==> src/rtl/decode_sequencer_if.sv <==
// Handshake bundle between instruction memory/control and the decode sequencer.
// The master drives fetch data and control; the slave (sequencer) returns IR and strobes.
interface decode_sequencer_if #(
  parameter int unsigned INSTR_W = 16
) ();
  logic [INSTR_W-1:0] instr;
  logic               instr_valid;
  logic               stall;
  logic               run;

  logic [INSTR_W-1:0] ir;
  logic               fe;
  logic               e1;
  logic               e2;
  logic               pc_cnten;
  logic               instr_rden;
  logic               push_en;
  logic               pop_en;
  logic               stack_full;
  logic               stack_empty;
  logic               halted;
  logic               fault;

  modport master (
    output instr, instr_valid, stall, run,
    input  ir, fe, e1, e2, pc_cnten, instr_rden, push_en, pop_en,
    input  stack_full, stack_empty, halted, fault
  );

  modport slave (
    input  instr, instr_valid, stall, run,
    output ir, fe, e1, e2, pc_cnten, instr_rden, push_en, pop_en,
    output stack_full, stack_empty, halted, fault
  );
endinterface

==> src/rtl/decode_sequencer.sv <==
// Phase sequencer for the multi-cycle CPU: fe/e1/e2 strobes, multiplier wait states,
// stall freeze, halt/restart and a stack-occupancy tracker with sticky fault.
module decode_sequencer #(
  parameter int unsigned INSTR_W     = 16,
  parameter int unsigned MUL_LAT     = 2,
  parameter int unsigned STACK_DEPTH = 8
) (
  input logic                clk,
  input logic                reset_n,
  decode_sequencer_if.slave  bus
);

  localparam int unsigned OccW  = $clog2(STACK_DEPTH + 1);
  localparam int unsigned WaitW = (MUL_LAT > 1) ? $clog2(MUL_LAT) : 1;

  localparam logic [OccW-1:0]  OccFull  = OccW'(STACK_DEPTH);
  localparam logic [OccW-1:0]  OccOne   = OccW'(1);
  localparam logic [WaitW-1:0] WaitLoad = WaitW'(MUL_LAT - 1);
  localparam logic [WaitW-1:0] WaitOne  = WaitW'(1);

  typedef enum logic [2:0] {
    StFetch,
    StE1,
    StWait,
    StE2,
    StHalt
  } state_e;

  typedef enum logic [2:0] {
    ClsOne,
    ClsTwo,
    ClsMul,
    ClsStk,
    ClsStp
  } cls_e;

  state_e             state_q, state_d;
  logic [INSTR_W-1:0] ir_q, ir_d;
  logic [OccW-1:0]    occ_q, occ_d;
  logic [WaitW-1:0]   wait_q, wait_d;
  logic               fault_q, fault_d;

  logic [4:0] op;
  logic       is_pop;
  cls_e       cls;

  logic fe, e1, e2, pc_cnten, instr_rden, push_en, pop_en;

  assign op     = ir_q[INSTR_W-1 -: 5];
  assign is_pop = ir_q[INSTR_W-6];

  always_comb begin
    cls = ClsOne;
    if (op == 5'b00000) begin
      cls = ClsStp;
    end else if (op == 5'b01001) begin
      cls = ClsMul;
    end else if (op == 5'b01101) begin
      cls = ClsStk;
    end else if ((op[4:1] == 4'b0001) || (op[4:1] == 4'b0011) ||
                 (op == 5'b01110) || (op[4:2] == 3'b110)) begin
      cls = ClsTwo;
    end
  end

  always_comb begin
    state_d    = state_q;
    ir_d       = ir_q;
    occ_d      = occ_q;
    wait_d     = wait_q;
    fault_d    = fault_q;
    fe         = 1'b0;
    e1         = 1'b0;
    e2         = 1'b0;
    pc_cnten   = 1'b0;
    instr_rden = 1'b0;
    push_en    = 1'b0;
    pop_en     = 1'b0;

    // Stall freezes everything; only reset overrides it.
    if (!bus.stall) begin
      unique case (state_q)
        StFetch: begin
          fe         = 1'b1;
          instr_rden = 1'b1;
          if (bus.instr_valid) begin
            ir_d     = bus.instr;
            pc_cnten = 1'b1;
            state_d  = StE1;
          end
        end
        StE1: begin
          e1 = 1'b1;
          unique case (cls)
            ClsOne: begin
              pc_cnten   = 1'b1;
              instr_rden = 1'b1;
              state_d    = StFetch;
            end
            ClsStk: begin
              if (!is_pop && (occ_q != OccFull)) begin
                push_en    = 1'b1;
                occ_d      = occ_q + OccOne;
                pc_cnten   = 1'b1;
                instr_rden = 1'b1;
                state_d    = StFetch;
              end else if (is_pop && (occ_q != '0)) begin
                pop_en     = 1'b1;
                occ_d      = occ_q - OccOne;
                pc_cnten   = 1'b1;
                instr_rden = 1'b1;
                state_d    = StFetch;
              end else begin
                fault_d = 1'b1;
                state_d = StHalt;
              end
            end
            ClsTwo: state_d = StE2;
            ClsMul: begin
              if (MUL_LAT > 1) begin
                wait_d  = WaitLoad;
                state_d = StWait;
              end else begin
                state_d = StE2;
              end
            end
            ClsStp: state_d = StHalt;
            default: state_d = StFetch;
          endcase
        end
        StWait: begin
          wait_d = wait_q - WaitOne;
          if (wait_q <= WaitOne) begin
            state_d = StE2;
          end
        end
        StE2: begin
          e2         = 1'b1;
          pc_cnten   = 1'b1;
          instr_rden = 1'b1;
          state_d    = StFetch;
        end
        StHalt: begin
          if (bus.run) begin
            fault_d = 1'b0;
            state_d = StFetch;
          end
        end
        default: state_d = StFetch;
      endcase
    end
  end

  always_ff @(posedge clk) begin
    if (!reset_n) begin
      state_q <= StFetch;
      ir_q    <= '0;
      occ_q   <= '0;
      wait_q  <= '0;
      fault_q <= 1'b0;
    end else begin
      state_q <= state_d;
      ir_q    <= ir_d;
      occ_q   <= occ_d;
      wait_q  <= wait_d;
      fault_q <= fault_d;
    end
  end

  assign bus.ir          = ir_q;
  assign bus.fe          = fe;
  assign bus.e1          = e1;
  assign bus.e2          = e2;
  assign bus.pc_cnten    = pc_cnten;
  assign bus.instr_rden  = instr_rden;
  assign bus.push_en     = push_en;
  assign bus.pop_en      = pop_en;
  assign bus.stack_full  = (occ_q == OccFull);
  assign bus.stack_empty = (occ_q == '0);
  assign bus.halted      = (state_q == StHalt);
  assign bus.fault       = fault_q;

endmodule

==> src/flat_wrapper.sv <==
// flat-port wrapper written by rule: the top's interface ports become plain ports
module decode_sequencer_flat 
#(
  parameter int unsigned INSTR_W     = 16,
  parameter int unsigned MUL_LAT     = 2,
  parameter int unsigned STACK_DEPTH = 8
)
  (clk, reset_n, bus_instr, bus_instr_valid, bus_stall, bus_run, bus_ir, bus_fe, bus_e1, bus_e2, bus_pc_cnten, bus_instr_rden, bus_push_en, bus_pop_en, bus_stack_full, bus_stack_empty, bus_halted, bus_fault);
  decode_sequencer_if #(.INSTR_W(INSTR_W)) bus_i ();
  input logic clk;
  input logic reset_n;
  input wire logic [$bits(bus_i.instr)-1:0] bus_instr;
  input wire logic [$bits(bus_i.instr_valid)-1:0] bus_instr_valid;
  input wire logic [$bits(bus_i.stall)-1:0] bus_stall;
  input wire logic [$bits(bus_i.run)-1:0] bus_run;
  output wire logic [$bits(bus_i.ir)-1:0] bus_ir;
  output wire logic [$bits(bus_i.fe)-1:0] bus_fe;
  output wire logic [$bits(bus_i.e1)-1:0] bus_e1;
  output wire logic [$bits(bus_i.e2)-1:0] bus_e2;
  output wire logic [$bits(bus_i.pc_cnten)-1:0] bus_pc_cnten;
  output wire logic [$bits(bus_i.instr_rden)-1:0] bus_instr_rden;
  output wire logic [$bits(bus_i.push_en)-1:0] bus_push_en;
  output wire logic [$bits(bus_i.pop_en)-1:0] bus_pop_en;
  output wire logic [$bits(bus_i.stack_full)-1:0] bus_stack_full;
  output wire logic [$bits(bus_i.stack_empty)-1:0] bus_stack_empty;
  output wire logic [$bits(bus_i.halted)-1:0] bus_halted;
  output wire logic [$bits(bus_i.fault)-1:0] bus_fault;
  assign bus_i.instr = bus_instr;
  assign bus_i.instr_valid = bus_instr_valid;
  assign bus_i.stall = bus_stall;
  assign bus_i.run = bus_run;
  assign bus_ir = bus_i.ir;
  assign bus_fe = bus_i.fe;
  assign bus_e1 = bus_i.e1;
  assign bus_e2 = bus_i.e2;
  assign bus_pc_cnten = bus_i.pc_cnten;
  assign bus_instr_rden = bus_i.instr_rden;
  assign bus_push_en = bus_i.push_en;
  assign bus_pop_en = bus_i.pop_en;
  assign bus_stack_full = bus_i.stack_full;
  assign bus_stack_empty = bus_i.stack_empty;
  assign bus_halted = bus_i.halted;
  assign bus_fault = bus_i.fault;
  decode_sequencer #(.INSTR_W(INSTR_W), .MUL_LAT(MUL_LAT), .STACK_DEPTH(STACK_DEPTH)) u_core (.clk(clk), .reset_n(reset_n), .bus(bus_i));
endmodule
==> config.mk <==
export PLATFORM = sky130hd
export DESIGN_NAME = decode_sequencer_flat
export DESIGN_NICKNAME = d
export VERILOG_FILES = /design/src/rtl/decode_sequencer_if.sv /design/src/rtl/decode_sequencer.sv /design/src/flat_wrapper.sv
export SDC_FILE = /design/constraint.sdc
export NUM_CORES = 1
export LEC_CHECK = 0
export ABC_AREA = 1
export CELL_PAD_IN_SITES_DETAIL_PLACEMENT = 2
export CELL_PAD_IN_SITES_GLOBAL_PLACEMENT = 2
export CORE_MARGIN = 1.5
export CORE_UTILIZATION = 23
export DETAILED_ROUTE_END_ITERATION = 16
export PLACE_DENSITY = 0.76
export SYNTH_ARGS = -nofsm -noshare
export SYNTH_HDL_FRONTEND = slang
export SYNTH_SLANG_ARGS = --single-unit
export TNS_END_PERCENT = 20
==> constraint.sdc <==
create_clock -name clk -period 2.2 [get_ports clk]
set_input_delay 0.66 -clock clk [delete_from_list [all_inputs] [get_ports clk]]
set_output_delay 0.66 -clock clk [all_outputs]
set_load 0.01 [all_outputs]
# Yosys cells after proc, flatten, opt, wreduce, memory -nomap -nowiden

Index checks and enable logic that the tools add are counted.

Word-level logic and storage cells: 95
Register bits: 25
Output and inout port bits: 27

Equality and inequality tests: 23
Reductions and logical operators: 20
$lt $le $gt $ge: 1
Add/sub/neg operators: 3
Bitwise logic cells: 1
Multiplexer cells: 42

Operator list:

| cell                                                                   | number |
|---|---|
| 1-bit two-way mux                                                      | 25 |
| 3-bit two-way mux                                                      | 8 |
| 3-bit one-hot mux with 4 select lines                                  | 2 |
| 5-bit by 4-bit equality test with 1-bit output (second input constant) | 3 |
| 3-bit by 2-bit equality test with 1-bit output (second input constant) | 4 |
| 2-bit != test (second input constant)                                  | 5 |
| 3-bit equality test (second input constant)                            | 3 |
| 4-bit two-way mux                                                      | 2 |
| 1-bit one-hot mux with 2 select lines                                  | 4 |
| 4-bit AND reduction                                                    | 2 |
| 3-bit by 1-bit equality test with 1-bit output (second input constant) | 2 |
| 3-bit logical NOT                                                      | 2 |
| 3-bit AND reduction                                                    | 2 |
| 6-bit AND reduction                                                    | 1 |
| 2-bit nonzero test                                                     | 3 |
| 5-bit logical NOT                                                      | 1 |
| 4-bit by 1-bit adder with 4-bit output (second input constant)         | 1 |
| 4-bit by 1-bit equality test with 1-bit output (second input constant) | 1 |
| 4-bit by 2-bit equality test with 1-bit output (second input constant) | 1 |
| 4-bit equality test (second input constant)                            | 1 |
| 4-bit logical NOT                                                      | 1 |
| 2-bit by 1-bit != test with 1-bit output (second input constant)       | 2 |
| 4-bit != test (second input constant)                                  | 1 |
| 4-bit nonzero test                                                     | 1 |
| other kinds (9)                                                        | 12 |

# Longest topological paths before layout

Depth in word-level cells: 12
Depth in mapped cells: 11

# Worst setup path before layout

OpenSTA, ideal clock, no wires.

Path kind: register to output
Start: register u_core.ir_q[11] (netlist: u_core.bus.ir[11])
End: output port bus_instr_rden
Data required time: 1.540 ns
Cell stages (with the launch flop): 9
Arrival time: 1.204 ns
Slack: 0.336 ns
Path through: dfxtp_1 inv_2 nor2_4 nand4_2 nor2_2 nor2_1 nand2_1 nand2_1 a21oi_1

Longest elaborated chain between the ends: 11
Elaborated cells between the ends (all ways): 15
Classes of those cells: eq/ne: 4; mux: 7; reduce/logical: 4

Ends and longest elaborated chain:

| what                                                                                       | line                    | source |
|---|---|---|
| start: declaration                                                                         | decode_sequencer.sv:38  | `logic [INSTR_W-1:0] ir_q, ir_d;` |
| start signal: assignment                                                                   | decode_sequencer.sv:163 | `ir_q <= ir_d;` |
| 5-bit by 4-bit equality test with 1-bit output                                             | decode_sequencer.sv:61  | `(op == 5'b01110) \|\| (op[4:2] == 3'b110)) begin` |
| 1-bit logical OR                                                                           | decode_sequencer.sv:60  | `end else if ((op[4:1] == 4'b0001) \|\| (op[4:1] == 4'b0011) \|\|` |
| 1-bit logical OR                                                                           | decode_sequencer.sv:61  |  |
| 1-bit two-way mux                                                                          | decode_sequencer.sv:60  |  |
| 3-bit two-way mux                                                                          | decode_sequencer.sv:58  | `end else if (op == 5'b01101) begin` |
| 3-bit two-way mux                                                                          | decode_sequencer.sv:56  | `end else if (op == 5'b01001) begin` |
| 3-bit two-way mux *                                                                        | decode_sequencer.sv:54  | `if (op == 5'b00000) begin` |
| 3-bit by 2-bit equality test with 1-bit output / 3-bit logical NOT (equally long branches) | decode_sequencer.sv:94  | `unique case (cls)` |
| 1-bit one-hot mux with 2 select lines *                                                    | decode_sequencer.sv:94  |  |
| 1-bit one-hot mux with 2 select lines *                                                    | decode_sequencer.sv:82  | `unique case (state_q)` |
| 1-bit two-way mux *                                                                        | decode_sequencer.sv:81  | `if (!bus.stall) begin` |
| end: declaration                                                                           | flat_wrapper.sv:21      | `output wire logic [$bits(bus_i.instr_rden)-1:0] bus_instr_rden;` |

Every way passes the cells marked *; elsewhere a longest branch is shown, timed or not.

# Final worst setup path

Start: register u_core.ir_q[11] (netlist: u_core.bus.ir[11])
End: output port bus_pop_en

Longest elaborated chain between the ends: 11
Elaborated cells between the ends (all ways): 14
Classes of those cells: eq/ne: 4; mux: 7; reduce/logical: 3

Ends and longest elaborated chain:

| what                                             | line                   | source |
|---|---|---|
| 5-bit by 4-bit equality test with 1-bit output   | decode_sequencer.sv:61 |  |
| 1-bit logical OR                                 | decode_sequencer.sv:60 |  |
| 1-bit logical OR                                 | decode_sequencer.sv:61 |  |
| 1-bit two-way mux                                | decode_sequencer.sv:60 |  |
| 3-bit two-way mux                                | decode_sequencer.sv:58 |  |
| 3-bit two-way mux                                | decode_sequencer.sv:56 |  |
| 3-bit two-way mux *                              | decode_sequencer.sv:54 |  |
| 3-bit by 2-bit equality test with 1-bit output * | decode_sequencer.sv:94 |  |
| 1-bit two-way mux *                              | decode_sequencer.sv:94 |  |
| 1-bit two-way mux *                              | decode_sequencer.sv:82 |  |
| 1-bit two-way mux *                              | decode_sequencer.sv:81 |  |
| end: declaration                                 | flat_wrapper.sv:23     | `output wire logic [$bits(bus_i.pop_en)-1:0] bus_pop_en;` |

Marks and branches as above.

==> results.json <==
{
  "ant_nets": 0,
  "grt_pass1_vias": 1751,
  "critical_path.cell_chain": "inv_2 -> nor2_4 -> nand4_4 -> buf_6 -> or2_4 -> nor2_1 -> buf_2",
  "wirelength_um": 4850,
  "cp-start-kind": "flip-flop",
  "setup_viol": 1,
  "p_int_mw": 0.868,
  "diodes": 0,
  "routed_via_density": 4.55,
  "row_count": 27,
  "start_util": 0.241,
  "avgSynthCellArea_um2": 7.26,
  "postCtsHoldBufs": 0,
  "tightestPinTransition_ns": 0.297,
  "numCtsBuffers": 3,
  "cpPeakStageDelay_ns": 0.35,
  "violations": "setup timing",
  "synth_area_um2": 1340,
  "dpl.cell_count": 332,
  "core_area_um2": 5570,
  "power_density_nw_per_um2": 538,
  "clock-sinks": 24,
  "ir_drop_v": 0.000230,
  "max_cap_violations": 0,
  "dp_slack_ns": -0.622,
  "grt_antenna_before_repair": 0,
  "power_frac_seq": 0.392,
  "whs_ns": 0.467,
  "fin_nets": 292,
  "end_kind": "output pin",
  "slew_headroom": 0.802,
  "switching_power_mw": 0.350,
  "cts_tree": "built",
  "grt.busiest_layer": "met2",
  "vias": 1543,
  "yosysTopAreaCell": "dfxtp_1",
  "crit_type": "reg2out",
  "status": "finished, violations left",
  "grt.total_usage": 0.163,
  "gp_congestion": 0.709,
  "dpl.hpwl_um": 3710,
  "grt_overflow_total": 0,
  "grt_max_degree": 23,
  "cts_root_buf": "clkbuf_8",
  "p_sw_frac": 0.287,
  "netlist.area_leader.share": 0.358,
  "drive_above_1_share": 0.341,
  "clock.fmax_mhz": 450,
  "fin_skew_ns": 0.00964,
  "crit_required_ns": 1.54,
  "synth.ff_latch_count": 24,
  "synth_nets": 209,
  "worstPathArrival_ns": 1.56,
  "p_total_mw": 1.22,
  "finalMaxSlewViolations": 0,
  "grt_pass1_wl_um": 8170,
  "clockBufferDepth": 2,
  "syn_to_final_growth_pct": 68.6,
  "synthCells": 185,
  "synth_warnings": 0,
  "p_leak_nw": 0.980,
  "met3_usage": 0.0377,
  "clk_latency_ns": 0.28,
  "p_comb_frac": 0.269,
  "hold_violations": 0,
  "drtPass1Iterations": 4,
  "cp_max_fo": 3,
  "cpMaxStageDelayCell": "dfxtp_2",
  "finalCoreUtilization": 0.406,
  "path_clk_slew_ns": 0.10,
  "dieArea_um2": 6300,
  "fin_crit_ns": 2.22,
  "htreeDepth": 1,
  "die_x_um": 79.4,
  "layout_setup_ws_ns": -0.0243,
  "drc": 0,
  "finalCritPeriodShare": 1.01,
  "die_y_um": 79.4,
  "rsz0062_at_grt": "true",
  "port-buffer-count": 47,
  "mostFrequentLayoutCell": "nand2_1",
  "final_cells": 339,
  "synthTopCellsByArea": "dfxtp_1, nand2_1, nand3_1",
  "use_met1": 0.195,
  "grt_util_met2": 0.296,
  "seq_area_frac_synth": 0.358,
  "hp-class": "reg2reg",
  "layout_common_cells": "nand2_1, clkdlybuf4s50_1, buf_4",
  "io_pins": 48,
  "power.share.clock": 0.338,
  "ys_types": 27,
  "drt-initial-drc-count": 12,
  "wire_per_inst_um": 14.3
}
## through the flow
stage	instance area, um2	setup TNS, ns
final	2260	-0.0243
after global routing	2260	-0.432
after CTS	2230	-0.134
after detailed placement	2120	-3.15
after global placement	2120	-3.03
after floorplan	1340	0
## worst paths after layout
check,from,to,cells past startpoint,slack [ns]
worst max register to register,u_core.occ_q[3],u_core.occ_q[3],12,0.30
worst max-delay path,u_core.bus.ir[11],bus_pop_en,7,-0.02
worst min-delay path,u_core.bus.ir[2],u_core.bus.ir[2],2,0.47
worst min register to register,u_core.bus.ir[2],u_core.bus.ir[2],2,0.47
## per-layer routing
metal / part of all wire / vias up
met1: 0.44 / 730
met3: 0.054 / 5
li1: - / 768
met5: 0 / -
met2: 0.50 / 40
met4: 0.0080 / 0
## cell type report
| type | count | area, um2 |
|---|---|---|
| clock buffers | 3 | 41.3 |
| clock inverters | 1 | 30.0 |
| fillers | 657 | 3310 |
| inverters | 18 | 68.8 |
| multi-input cells | 137 | 801 |
| flip-flops and latches | 24 | 487 |
| well taps | 72 | 90.1 |
| repair buffers | 84 | 746 |
## cells by family after synthesis
family                     after synthesis  share of synthesized area
adders and majority gates                3                     0.0335
and+or+nand+nor                         96                      0.345
AOI/OAI and AO/OA                       35                      0.158
xor gates and xnor gates                 3                     0.0196
buffers and inverters                   24                     0.0857
DFF                                     24                      0.358
## synthesized netlist by cell type, drive strengths merged
| cell type | count |
|---|---|
| nor2 | 24 |
| xor2 | 3 |
| nor3 | 2 |
| nand3 | 22 |
| fa | 1 |
| dfxtp | 24 |
| clkbuf | 2 |
| nand4 | 3 |
| or2 | 1 |
| o21ai | 10 |
| a21oi | 25 |
| inv | 17 |
| clkinv | 1 |
| ha | 2 |
| nand2 | 44 |
| buf | 4 |
## timing repair
| action | CTS | global route |
|---|---|---|
| resized for setup | 40 | 6 |
| buffers inserted | 2 | 1 |
| setup endpoints to repair | 10 | 5 |
| pin swaps | 3 | 3 |
## flip-flops by register name, summed over array words and instances, names as in the netlist
| signal | flops |
|---|---|
| u_core.bus.fault | 1 |
| u_core.bus.ir | 16 |
| u_core.occ_q | 4 |
| u_core.state_q | 3 |
## worst max-delay path, delay by kind of cell, from the launching register on
| kind | cells | cell delay, ns |
|---|---|---|
| buf+inv | 3 | 0.34 |
| flops | 1 | 0.35 |
| simple gates | 4 | 0.59 |
## power by group through the flow
| stage | logic [mW] | registers (mW) | clock network, mW |
|---|---|---|---|
| 3_3_place_gp | 0.316 | 0.484 | 0 |
| 3_5_place_dp | 0.325 | 0.485 | 0 |
| 5_1_grt | 0.360 | 0.481 | 0.434 |
| 2_1_floorplan | 0.136 | 0.494 | 0 |
| 4_1_cts | 0.332 | 0.478 | 0.423 |
| 6_report | 0.328 | 0.478 | 0.412 |
(Power assumes the default switching activity.)
